File: src/rtl/s15_rdata_skid_pkg.sv
// Shared types for the slave-15 read-data return stage.
// The state enum is the pair {skid_valid, main_valid}, so each bit doubles as a valid flag.
package s15_rdata_skid_pkg;

    typedef enum logic [1:0] {
        EMPTY = 2'b00,
        ONE   = 2'b01,
        FULL  = 2'b11
    } skid_state_e;

endpackage

File: src/rtl/s15_rdata_skid_sat_counter.sv
// Saturating event counter with a sticky "reached all-ones" flag.
// Intended for reuse by other bus monitor blocks.
module sat_counter #(
    parameter int CNT_WIDTH = 16
) (
    input  logic                 clk,
    input  logic                 rst,
    input  logic                 inc,
    output logic [CNT_WIDTH-1:0] count,
    output logic                 sat
);

    localparam logic [CNT_WIDTH-1:0] CountMax = '1;

    logic [CNT_WIDTH-1:0] count_q, count_d;
    logic                 sat_q, sat_d;

    // Once the count is all-ones it stops; the flag latches on the same edge it gets there.
    always_comb begin
        count_d = count_q;
        if (inc && (count_q != CountMax)) begin
            count_d = count_q + 1'b1;
        end
        sat_d = sat_q | (count_d == CountMax);
    end

    always_ff @(posedge clk) begin
        if (rst) begin
            count_q <= '0;
            sat_q   <= 1'b0;
        end else begin
            count_q <= count_d;
            sat_q   <= sat_d;
        end
    end

    assign count = count_q;
    assign sat   = sat_q;

endmodule

File: src/rtl/s15_rdata_skid.sv
// Registered 2-entry skid buffer between the slave-15 read-data mux and master 0.
// in_ready and out_valid come straight from state flops, so neither path is combinational.
module s15_rdata_skid
    import s15_rdata_skid_pkg::*;
#(
    parameter int DATA_WIDTH = 32,
    parameter int CNT_WIDTH  = 16
) (
    input  logic                  clk,
    input  logic                  rst,
    input  logic                  in_valid,
    output logic                  in_ready,
    input  logic [DATA_WIDTH-1:0] in_data,
    output logic                  out_valid,
    input  logic                  out_ready,
    output logic [DATA_WIDTH-1:0] out_data,
    output logic [CNT_WIDTH-1:0]  xfer_count,
    output logic                  xfer_sat
);

    skid_state_e           state_q, state_d;
    logic [DATA_WIDTH-1:0] mainData_q, mainData_d;
    logic [DATA_WIDTH-1:0] skidData_q, skidData_d;
    logic                  inHs, outHs;
    logic                  loadMainFromIn, loadMainFromSkid, loadSkid;

    assign in_ready  = ~state_q[1];
    assign out_valid = state_q[0];
    assign out_data  = mainData_q;

    assign inHs  = in_valid & in_ready;
    assign outHs = out_valid & out_ready;

    always_ff @(posedge clk) begin
        if (rst) begin
            state_q <= EMPTY;
        end else begin
            state_q <= state_d;
        end
    end

    always_comb begin
        state_d = state_q;
        case (state_q)
            EMPTY:   if (inHs) state_d = ONE;
            ONE: begin
                if (inHs && !outHs) begin
                    state_d = FULL;
                end else if (!inHs && outHs) begin
                    state_d = EMPTY;
                end
            end
            FULL:    if (outHs) state_d = ONE;
            default: state_d = EMPTY;
        endcase
    end

    // Data-path steering: main refills from the input when it is (or is becoming) free,
    // otherwise the incoming word parks in skid until main drains.
    always_comb begin
        loadMainFromIn   = 1'b0;
        loadMainFromSkid = 1'b0;
        loadSkid         = 1'b0;
        case (state_q)
            EMPTY: loadMainFromIn = inHs;
            ONE: begin
                loadMainFromIn = inHs & outHs;
                loadSkid       = inHs & ~outHs;
            end
            FULL:  loadMainFromSkid = outHs;
            default: ;
        endcase
    end

    always_comb begin
        mainData_d = mainData_q;
        if (loadMainFromIn) begin
            mainData_d = in_data;
        end else if (loadMainFromSkid) begin
            mainData_d = skidData_q;
        end
        skidData_d = loadSkid ? in_data : skidData_q;
    end

    always_ff @(posedge clk) begin
        if (rst) begin
            mainData_q <= '0;
            skidData_q <= '0;
        end else begin
            mainData_q <= mainData_d;
            skidData_q <= skidData_d;
        end
    end

    sat_counter #(
        .CNT_WIDTH(CNT_WIDTH)
    ) u_xfer_counter (
        .clk  (clk),
        .rst  (rst),
        .inc  (outHs),
        .count(xfer_count),
        .sat  (xfer_sat)
    );

endmodule
File: config.mk
export PLATFORM = sky130hd
export DESIGN_NAME = s15_rdata_skid
export DESIGN_NICKNAME = d
export VERILOG_FILES = /design/src/rtl/s15_rdata_skid_pkg.sv /design/src/rtl/s15_rdata_skid_sat_counter.sv /design/src/rtl/s15_rdata_skid.sv
export SDC_FILE = /design/constraint.sdc
export NUM_CORES = 1
export LEC_CHECK = 0
export ABC_AREA = 1
export CORE_ASPECT_RATIO = 1.2
export CORE_UTILIZATION = 35
export DETAILED_ROUTE_END_ITERATION = 10
export PLACE_DENSITY = 0.6
export REMOVE_ABC_BUFFERS = 1
export SYNTH_ARGS = -nofsm -noshare
export SYNTH_HDL_FRONTEND = slang
export SYNTH_SLANG_ARGS = --single-unit
File: constraint.sdc
create_clock -name clk -period 3.9 [get_ports clk]
set_clock_uncertainty 0.1 [all_clocks]
set_input_delay 0.975 -clock clk [delete_from_list [all_inputs] [get_ports clk]]
set_output_delay 0.975 -clock clk [all_outputs]
set_load 0.1 [all_outputs]
==> impl_metrics.py <==
metrics = {
    "outcome": {
        "status": "finished, violations left",
        "violations": "design-rule violations",
    },
    "synth": {
        "synth.most_common_cell": "dfxtp_1",
        "syn_area_per_cell_sq_um": 7.26,
        "yosysUniqueCellTypes": 29,
        "synthesis.area_sq_um": 3880,
        "async_flop_share_pct": 0,
        "synthTopCellsByArea": "dfxtp_1 43%, a21oi_1 8.5%, nand2_1 7.5%",
        "synth-seq-area-share_pct": 42.8,
        "synth_edf_count": 0,
        "yosysWarnings": 0,
        "synth_seq_cells": 83,
        "synth_top_cells_by_count": "83 x dfxtp_1, 78 x nand2_1, 66 x a21oi_1, 66 x nor2_1, 59 x inv_1",
        "postSynthCellCount": 535,
        "synth-main-ff-cell": "dfxtp_1",
        "yosysTopAreaCell": "dfxtp_1",
        "synth_top_area_share_pct": 42.8,
    },
    "place": {
        "gp_congestion": 0.886,
        "hpwl_um": 7060,
        "port_buffers": 86,
    },
    "timing": {
        "setup_viol_count_final": 0,
        "finalCriticalPeriod_ns": 3.04,
        "drv_slew": 0,
        "fmax_ghz": 0.329,
        "hold_viol": 0,
        "worstMarginPinSlew_ns": 1.03,
        "finalHoldWorstSlack_ns": 0.352,
        "slew_headroom_pct": 31.4,
        "rsz0062_at_grt": "false",
        "setup_tns_ns": 0,
        "fin_crit_sh_pct": 78.0,
    },
    "hold_path": {
        "hp-class": "flop to flop",
        "min_to": "skidData_q[16]",
        "holdPathStages": 2,
        "hold_start": "skidData_q[16]",
    },
    "drt": {
        "vias_per_cell": 5.13,
        "ant_nets": 0,
        "drtPass1Iterations": 7,
        "dr.first_iter.drc_count": 205,
        "vias": 3819,
        "drc": 4,
        "wl_per_cell_um": 14.1,
        "routed_wl_um": 10500,
    },
    "worst_setup_path": {
        "crit_family": "buffers and inverters",
        "critPathRequiredTime_ns": 2.82,
        "worst_setup_path_start_kind": "flop",
        "slowest_delay_ns": 1.18,
        "ff2ff_setup_slack_ns": 1.67,
        "reg2reg_to": "u_xfer_counter.sat",
        "critical_path_class": "flop to primary output",
        "crit_path_end_kind": "primary output",
        "worst-path-max-fanout": 5,
        "crit_slowest_cell": "clkdlybuf4s50_1",
        "crit_buf_inv": 1,
        "reg2regPathDepth": 14,
        "cp.arrival_ns": 1.97,
        "reg2reg_from": "u_xfer_counter.count[0]",
        "startpoint": "u_xfer_counter.count[3]",
        "worstPathCellList": "clkdlybuf4s50_1",
    },
    "power": {
        "ir_drop_mv": 0.415,
        "power_density_nw_per_um2": 838,
        "power.leakage_nw": 1.96,
    },
    "clock_network": {
        "cts_root_buffer": "clkbuf_16",
        "cts_tree": "done",
        "path_clk_slew_ns": 0.06,
        "cts_hold_buffers": 0,
        "cts_max_path_buffers": 2,
        "clock_sinks": 83,
        "cts-htree-levels": 3,
        "numCtsBuffers": 9,
        "cts_resized": 0,
        "clock_latency_ns": 0.34,
        "post_cts_buffers": 0,
    },
    "grt": {
        "gr-total-overflow": 0,
        "grt_pass1_vias": 3782,
        "use_met2_pct": 30.3,
        "grt.busiest_layer": "met2",
        "antenna_found_initial": 0,
        "global_route.usage.met3_pct": 4.05,
        "grt_pass1_wl_um": 17500,
        "grt_util_all_layers_pct": 18.8,
        "grtUsageMet1_pct": 23.6,
        "grt_max_degree": 51,
    },
    "layout": {
        "area_delta_synth_final_pct": 32.9,
        "drive_gt1_share_pct": 8.13,
        "antennaDiodeCount": 0,
        "nNetsFinal": 653,
        "n_fill_cell": 1073,
    },
    "die": {
        "die_area_sq_um": 11500,
        "die_y_um": 117,
        "die_w_um": 98.2,
        "core_area_sq_um": 10700,
        "start_util_pct": 36.4,
        "rows": 41,
        "ios": 87,
    },
    "flow_run": {
        "max_cap_violations": 0,
    },
}
## routing by layer
layer | vias up | share of wire, %
met5 | - | 0
met4 | 0 | 2.6
met3 | 22 | 5.9
met1 | 1745 | 45
li1 | 1929 | -
met2 | 123 | 46
## registers in the layout, summed over array words and instances (netlist names)
signal,flops
skidData_q,32
u_xfer_counter.count,16
state_q,2
out_data,32
u_xfer_counter.sat,1
## kinds of logic (layout without fill, tap and decap cells)
family          Yosys count  in the layout  synth area share, %
compound gates          138            138                 20.4
flops                    83             83                 42.8
xor+xnor                  2              2                0.451
fa+ha+maj                 7              7                 2.26
simple gates            216            216                 25.4
buf+inv                  89            169                 8.73
## stage by stage
stage          instance area, sq um  std cells  total power [W]  setup WS [ns]  util, %
2_1_floorplan                  3770        506          0.00285          0.649        -
3_3_place_gp                   4830        728          0.00337          0.913     45.3
3_5_place_dp                   4830        728          0.00339          0.837     45.3
4_1_cts                        5160        744          0.00434          0.860     48.4
5_1_grt                        5160        744          0.00454          0.814     48.4
6_report                       5160        744          0.00432          0.858     48.4
## power breakdown
group          internal, W  switching, W  leakage [nW]
Clock             0.000593      0.000341         0.165
Sequential         0.00108      0.000144         0.680
Combinational     0.000543       0.00163          1.11
## placed cells by master (no fill, tap or decap), types with 3 or more instances in the layout
| cell type | synthesis | layout |
|---|---|---|
| nor2_2 | 5 | 5 |
| inv_1 | 59 | 59 |
| a21oi_1 | 66 | 66 |
| a221oi_1 | 5 | 5 |
| a211oi_1 | 28 | 28 |
| clkdlybuf4s50_1 | 0 | 81 |
| buf_4 | 0 | 11 |
| nor3_1 | 27 | 27 |
| dfxtp_1 | 83 | 83 |
| nor2_4 | 4 | 4 |
| nor2_1 | 66 | 66 |
| nand3_1 | 18 | 18 |
| ha_1 | 7 | 7 |
| clkbuf_16 | 0 | 9 |
| nand2_2 | 5 | 7 |
| nand4_1 | 7 | 7 |
| o21ai_0 | 34 | 34 |
| clkinv_2 | 0 | 3 |
| nand2_1 | 78 | 76 |
## how the worst max path moves through the flow
| stage | depth (start not counted) | slack, ns | to |
|---|---|---|---|
| floorplan | 6 | 0.65 | out_data[0] |
| global placement | 7 | 0.91 | out_data[2] |
| detailed placement | 7 | 0.84 | out_data[7] |
| CTS | 1 | 0.86 | xfer_count[3] |
| global route | 1 | 0.81 | xfer_count[6] |
| finish | 1 | 0.86 | xfer_count[3] |
## layout make-up
class | count | area [sq um] | area share (%)
Multi-Input combinational cell | 363 | 1890 | 36.6
Sequential cell | 83 | 1660 | 32.2
Inverter | 60 | 225 | 4.36
Clock inverter | 5 | 75.1 | 1.45
Tap cell | 129 | 161 | 3.13
Clock buffer | 11 | 253 | 4.90
Timing Repair Buffer | 93 | 898 | 17.4
Note: power is estimated with default switching activity, not from simulation.
